## src/rtl/sw_led_pkg.sv

```systemverilog
// sw_led_pkg: display mode encodings and default 100 MHz timing constants
package sw_led_pkg;
    typedef enum logic [1:0] {
        MODE_STATIC = 2'b00,
        MODE_BLINK  = 2'b01,
        MODE_RUN    = 2'b10,
        MODE_COUNT  = 2'b11
    } mode_e;
    localparam int DEBOUNCE_10MS = 1_000_000;
    localparam int TICK_500MS    = 50_000_000;
endpackage

```

## src/rtl/sw_debounce.sv

```systemverilog
// sw_debounce: 2-FF synchroniser plus hold-time debounce for one switch bit
module sw_debounce import sw_led_pkg::*; #(
    parameter int DEBOUNCE_CYC = DEBOUNCE_10MS
) (
    input  logic clk,
    input  logic rst,
    input  logic sw_i,
    output logic db_o
);
    localparam int CW = $clog2(DEBOUNCE_CYC);
    localparam logic [CW-1:0] LAST = CW'(DEBOUNCE_CYC - 1);
    logic [1:0] sync_q;
    logic db_q, db_d, same, done;
    logic [CW-1:0] cnt_q, cnt_d;
    always_comb begin
        same  = sync_q[1] == db_q;
        done  = !same && cnt_q == LAST;
        db_d  = done ? sync_q[1] : db_q;
        cnt_d = (same || done) ? '0 : cnt_q + CW'(1);
    end
    always_ff @(posedge clk) begin
        if (rst) begin
            sync_q <= '0;
            db_q   <= 1'b0;
            cnt_q  <= '0;
        end else begin
            sync_q <= {sync_q[0], sw_i};
            db_q   <= db_d;
            cnt_q  <= cnt_d;
        end
    end
    assign db_o = db_q;
endmodule

```

## src/rtl/sw_pattern_led.sv

```systemverilog
// sw_pattern_led: debounced switch pattern compare driving LEDs in
// static, blink, running-light or match-count display modes
module sw_pattern_led import sw_led_pkg::*; #(
    parameter int N_SW         = 4,
    parameter int N_LED        = 16,
    parameter int DEBOUNCE_CYC = DEBOUNCE_10MS,
    parameter int BLINK_CYC    = TICK_500MS,
    parameter logic [N_SW-1:0] MATCH_PATTERN = N_SW'(4'b1000),
    parameter logic [N_SW-1:0] MATCH_MASK    = N_SW'(4'b1110)
) (
    input  logic             clk,
    input  logic             rst,
    input  logic [N_SW-1:0]  sw,
    input  logic [1:0]       mode,
    output logic [N_SW-1:0]  sw_db,
    output logic             match,
    output logic [N_LED-1:0] led
);
    localparam int TW = $clog2(BLINK_CYC);
    localparam int PW = $clog2(N_LED);
    logic [N_SW-1:0]  db;
    mode_e            mode_q;
    logic             mode_chg, tick;
    logic [TW-1:0]    tcnt_q, tcnt_d;
    logic             match_q, match_d, mprev_q;
    logic             phase_q, phase_d;
    logic [PW-1:0]    pos_q, pos_d;
    logic [N_LED-1:0] cnt_q, cnt_d, led_q, led_d;
    for (genvar i = 0; i < N_SW; i++) begin : g_db
        sw_debounce #(.DEBOUNCE_CYC(DEBOUNCE_CYC)) u_db (
            .clk  (clk),
            .rst  (rst),
            .sw_i (sw[i]),
            .db_o (db[i])
        );
    end
    // A mode change restarts the display animation and suppresses that cycle's tick
    always_comb begin
        mode_chg = mode_e'(mode) != mode_q;
        tick     = !mode_chg && tcnt_q == TW'(BLINK_CYC - 1);
        tcnt_d   = (mode_chg || tick) ? '0 : tcnt_q + TW'(1);
        match_d  = ((db ^ MATCH_PATTERN) & MATCH_MASK) == '0;
        phase_d  = (mode_chg || !match_q) ? 1'b0 : phase_q ^ (tick && mode_q == MODE_BLINK);
        pos_d    = (mode_chg || !match_q) ? '0 :
                   (tick && mode_q == MODE_RUN) ? (pos_q == PW'(N_LED - 1) ? '0 : pos_q + PW'(1)) :
                   pos_q;
        cnt_d    = cnt_q + N_LED'(match_q && !mprev_q);
        led_d    = mode_q == MODE_STATIC ? N_LED'(match_q) :
                   mode_q == MODE_BLINK  ? N_LED'(match_q & phase_q) :
                   mode_q == MODE_RUN    ? (match_q ? N_LED'(1) << pos_q : '0) :
                   cnt_q;
    end
    always_ff @(posedge clk) begin
        if (rst) begin
            mode_q  <= MODE_STATIC;
            tcnt_q  <= '0;
            match_q <= 1'b0;
            mprev_q <= 1'b0;
            phase_q <= 1'b0;
            pos_q   <= '0;
            cnt_q   <= '0;
            led_q   <= '0;
        end else begin
            mode_q  <= mode_e'(mode);
            tcnt_q  <= tcnt_d;
            match_q <= match_d;
            mprev_q <= match_q;
            phase_q <= phase_d;
            pos_q   <= pos_d;
            cnt_q   <= cnt_d;
            led_q   <= led_d;
        end
    end
    assign sw_db = db;
    assign match = match_q;
    assign led   = led_q;
endmodule
```

## config.mk

```make
export PLATFORM = sky130hd
export DESIGN_NAME = sw_pattern_led
export DESIGN_NICKNAME = d
export VERILOG_FILES = /design/src/rtl/sw_led_pkg.sv /design/src/rtl/sw_debounce.sv /design/src/rtl/sw_pattern_led.sv
export SDC_FILE = /design/constraint.sdc
export NUM_CORES = 1
export LEC_CHECK = 0
export ABC_AREA = 1
export CELL_PAD_IN_SITES_DETAIL_PLACEMENT = 0
export CELL_PAD_IN_SITES_GLOBAL_PLACEMENT = 1
export CORE_AREA = 2 2 144 146
export DETAILED_ROUTE_END_ITERATION = 8
export DIE_AREA = 0 0 146 148
export GPL_TIMING_DRIVEN = 0
export PLACE_DENSITY = 0.77
export SYNTH_ARGS = -nofsm -noshare
export SYNTH_HDL_FRONTEND = slang
export SYNTH_HIERARCHICAL = 1
export SYNTH_SLANG_ARGS = --single-unit
```

## constraint.sdc

```tcl
create_clock -name clk -period 1.5 [get_ports clk]
set_input_delay 0.225 -clock clk [delete_from_list [all_inputs] [get_ports clk]]
set_output_delay 0.225 -clock clk [all_outputs]
set_load 0.01 [all_outputs]
```

# Yosys cells after proc, flatten, opt, wreduce, memory -nomap -nowiden
# Index checks and enable logic that the tools add are counted.
[word_totals]
ff_bits = 159
inputBits = 8
[op_classes]
n_addsub = 7
eq_ne = 13
shifts = 1
n_mux = 5
bitwise_logic = 3
n_reduce_logical = 30
[ops]
columns = ["op", "count"]
rows = [
  ["20-bit by 1-bit adder with 20-bit output, second input constant", 4],
  ["20-bit equality test, second input constant", 4],
  ["16-bit two-way mux", 3],
  ["26-bit by 1-bit adder with 26-bit output, second input constant", 1],
  ["26-bit equality test, second input constant", 1],
  ["16-bit by 1-bit adder with 16-bit output", 1],
  ["1-bit by 4-bit << shifter with 16-bit output, first input constant", 1],
  ["2-bit OR reduction", 7],
  ["1-bit logical AND", 8],
  ["1-bit zero test", 7],
  ["1-bit logical OR", 6],
  ["4-bit by 1-bit adder with 4-bit output, second input constant", 1],
  ["1-bit equality test", 4],
  ["4-bit equality test, second input constant", 1],
  ["4-bit zero test", 1],
  ["4-bit two-way mux", 1],
  ["2-bit by 1-bit equality test with 1-bit output, second input constant", 1],
  ["2-bit equality test, second input constant", 1],
  ["2-bit zero test", 1],
  ["2-bit != test", 1],
  ["1-bit bitwise AND", 1],
  ["1-bit two-way mux", 1],
  ["1-bit NOT", 1],
  ["1-bit XOR", 1],
]

# Logic depth before layout (Yosys ltp)
# Gate-level depths: netlist (run 1).
[depth]
ltp_word = 5
ltp_mapped = 12
depth_no_buf = 12

# Hierarchy
# Netlist (run 1), hierarchy kept.
[modules_own_cells]
columns = ["module", "n_inst", "cells_each", "area_each_um2"]
rows = [
  ["sw_debounce", 4, 161, 1171.1],
  ["sw_pattern_led", 1, 459, 3357.0],
]

# Worst setup path before layout (run 1)
# Ideal clock, no wire load.
[synth_path]
path_type = "register -> register"
startpoint = "reg match_q (netlist: match)"
endpoint = "reg cnt_q[14] (netlist name)"
setup_ns = 0.115
t_arrival_ns = 1.624
required_time_ns = 1.385
setup_slack_ns = -0.239
path_stages_with_launch = 12
cell_sequence = "dfxtp_1 > inv_1 > nor2_1 > ha_1 > ha_1 > nand3_1 > nor2_1 > nand3_1 > nor2_2 > nand4_1 > nand2_1 > nor2_1"
[synth_lines]
columns = ["element", "line", "text"]
rows = [
  ["start, declared", "sw_pattern_led.sv:25", "logic match_q, match_d, mprev_q;"],
  ["start signal, assigned", "sw_pattern_led.sv:66", "match_q <= match_d;"],
]

==> run_results.csv, run 1 <==
group,metric,value,unit
run_status,outcome,"finished, violations left",
run_status,violations,"negative setup slack",
clocking,cts-hold-fix-buffers,0,
cells_and_area,final_common_cell,"nand2_1",
synth,synth_fp_nets,1124,
timing,rsz0062_at_grt,"yes",
setup_path,cp_common_cell,"nor2_4",
pwr,ir_worst_vdd,766,uV
pwr,p_sw,0.00193,W
routing,dr.pass1.iters,4,
timing,worst_pin_slew,580,ps
timing,finalMaxSlewViolations,0,
routing,wl_per_cell,12.0,microns
pwr,p_clk_share,50.1,%
setup_path,crit_path_cell_trace,"inv_6, nor2_4, ha_4, ha_4, nand3_4, nor2_4, nand3_4, nor2_4, nand4_1, nand2_1, nor2_1",
timing,hold_viol_final,0,
synth,synthArstFlopShare,0,%
setup_path,critPathKind,"flop to flop",
setup_path,cp-end-kind,"flop",
clocking,cts_max_level,4,
setup_path,critPathMaxFanout,4,
timing,finalCritPeriodShare,105,%
setup_path,max_stage_delay,370,ps
synth,ys_top_cells_by_area,"dfxtp_1 40%, nand2_1 11%, nor2_1 7.5%",
cells_and_area,drive_gt1_share,22.4,%
synth,synth_area_leader_cell,"dfxtp_1",
die,die_y,148,microns
setup_path,cp.arrival,1890,ps
clocking,cts-root-buf,"clkbuf_16",
pwr,combPwrFrac,2.5,%
grt,grt_start_max_net_pins,17,
die,fp-row-count,52,
clocking,clkSlewWorstSetupHoldPaths,60,ps
setup_path,required,1820,ps
setup_path,cp_slowest_cell,"dfxtp_4",
synth,synth_edf_count,0,
pwr,sequentialPowerShare,47.4,%
grt,grt_usage,16.7,%
placed_design,io_buffers,28,
clocking,clk_latency,430,ps
clocking,numCtsBuffers,17,
routing,viasPerCell,4.62,
grt,antenna_found_initial,0,
synth,ys.flop_type,"dfxtp_1",
clocking,cts_tree,"built",
pwr,swShare,21.5,%
cells_and_area,nets,1209,
timing,finClkSkew,12.8,ps
pwr,power_density,914,nW/um^2
clocking,clockBufferDepth,2,
cells_and_area,fin_cells,1471,
clocking,cts.sinks,159,
synth,netlist_instances,1103,
die,die_x,146,microns
timing,max_freq,635,MHz
die,ios,29,
hold_path,hold_class,"input port to flop",
timing,setup_slack,-75.0,ps
routing,ant_nets,0,
setup_path,critPathLaunchType,"flop",
pwr,leakage,3.49,nW
timing,timing.hold.ws,309,ps
die,fp.coreArea,20000,sq um
die,design.die.area,21600,sq um
timing,setup_viol,6,
routing,vias,6802,
cells_and_area,final_cell_mix,"235 x nand2_1, 153 x nor2_1, 139 x dfxtp_1, 128 x inv_1, 70 x nand3_1",
synth,synthDominantCellAreaShare,39.6,%
synth,ys_types,38,
timing,period_needed,1570,ps
placed_design,dp_cells,1401,
job,cap_viol_max_count,0,
grt,grt_pass1_wl,29.4,mm
placed_design,dp_hpwl,12.6,mm
pwr,internal-power,0.00704,W
synth,synth_warnings,6,
routing,drc,0,
placed_design,finalWeightedCongestion,0.789,
routing,drt_iter0_markers,292,
synth,ys_ff_latch,159,
placed_design,pre_cts_slack,-810,ps
synth,avgSynthCellArea,7.29,sq um
grt,grt_pass1_vias,6214,
die,start_util,40.1,%
routing,wirelength,17.7,mm
cells_and_area,diodes,0,
synth,synthesis.area,8040,sq um
cells_and_area,area.growth.synth_to_final,22.2,%
grt,grt_overflow,0,
synth,ys_seq_area_share,39.6,%
timing,relSlewSlack,61.3,%
[per-layer routing]
| metal | vias to the layer above | global-route usage, % | share of wire (%) |
|---|---|---|---|
| met5 | - | 0 | 0 |
| met4 | 0 | 4.95 | 1.2 |
| met3 | 19 | 3.64 | 2.7 |
| met2 | 83 | 28.3 | 47 |
| met1 | 3036 | 21.5 | 49 |
| li1 | 3664 | - | - |
[cell type report]
class | instances | area, sq um
repair buffers | 66 | 561
plain buffers | 10 | 126
clock buffers | 20 | 457
inverters | 137 | 519
clock inverters | 12 | 158
well taps | 270 | 338
multi-input cells | 797 | 4450
fillers | 2068 | 10200
flip-flops and latches | 159 | 3210
[final timing paths]
kind,from,slack [ps],to,cells after the start
setup / recovery,match,-70,cnt_q[14],11
hold / removal,sw[0],310,g_db[0].u_db/sync_q[0],3
setup reg to reg,match,-70,cnt_q[14],11
hold reg to reg,g_db[0].u_db/sync_q[0],400,g_db[0].u_db/sync_q[1],2
[cells in the mapped netlist (5+ instances only)]
cell and number:
a21oi_1 56, a21oi_2 11, a22oi_1 8, dfxtp_1 159, ha_1 13, inv_1 131
inv_2 6, nand2_1 243, nand2_2 6, nand2_4 5, nand3_1 72, nand3_2 14
nand3b_1 5, nand4_1 25, nor2_1 160, nor2_2 74, nor2_4 7, nor3_1 9
o21ai_0 11, or2_0 10, or2_2 7, xnor2_1 22, xor2_1 23
[kinds of logic after synthesis]
logic type      after synthesis  share of synthesized area [%]
buf+inv                     147                           7.92
xor+xnor                     45                           4.90
simple gates                646                           38.8
fa+ha+maj                    13                           2.02
flops                       159                           39.6
compound gates               93                           6.75
[through the flow]
stage | total power [W] | setup TNS [ps] | cell area [sq um] | util (%)
after floorplan | 0.00448 | -378 | 8090 | -
after global placement | 0.00454 | -78180 | 8710 | 43.4
after detailed placement | 0.00455 | -81150 | 8710 | 43.4
after CTS | 0.00911 | -359 | 9590 | 47.8
after global routing | 0.00931 | -958 | 9820 | 49.0
final | 0.00898 | -291 | 9820 | 49.0
[critical path: cells and delay by family, from the launching register on]
family	cells	cell delay, ps
flops	1	370
simple gates	8	740
fa+ha+maj	2	310
buf+inv	1	40
[power groups by stage]
stage                     sequential (W)  clock (W)  combinational [W]
after CTS                        0.00425    0.00464           0.000212
after floorplan                  0.00434          0           0.000131
final                            0.00425    0.00450           0.000225
after global placement           0.00435          0           0.000198
after global routing             0.00425    0.00481           0.000248
after detailed placement         0.00435          0           0.000199
[sequential cells by signal (all words and copies together), names as in the netlist, 2 cells and up]
| register | cells |
|---|---|
| cnt_q | 16 |
| g_db.u_db/cnt_q | 80 |
| g_db.u_db/db_o | 4 |
| g_db.u_db/sync_q | 8 |
| led | 16 |
| mode_q | 2 |
| pos_q | 4 |
| tcnt_q | 26 |
[repair_timing]
item                                   in CTS  in global routing
gates resized for setup                    52                 49
buffers inserted                           25                 13
pin swaps                                  18                 17
setup endpoints to repair                 149                125
endpoints found under the hold margin       0                  0
Power figures use the tool's default switching activity.
==> inputs of run 2 (changes only) <==
- CAP_MARGIN: unset -> 20
==> results of run 2 <==
Same layout as run 1: the final DEF is identical, and so are final timing and power.
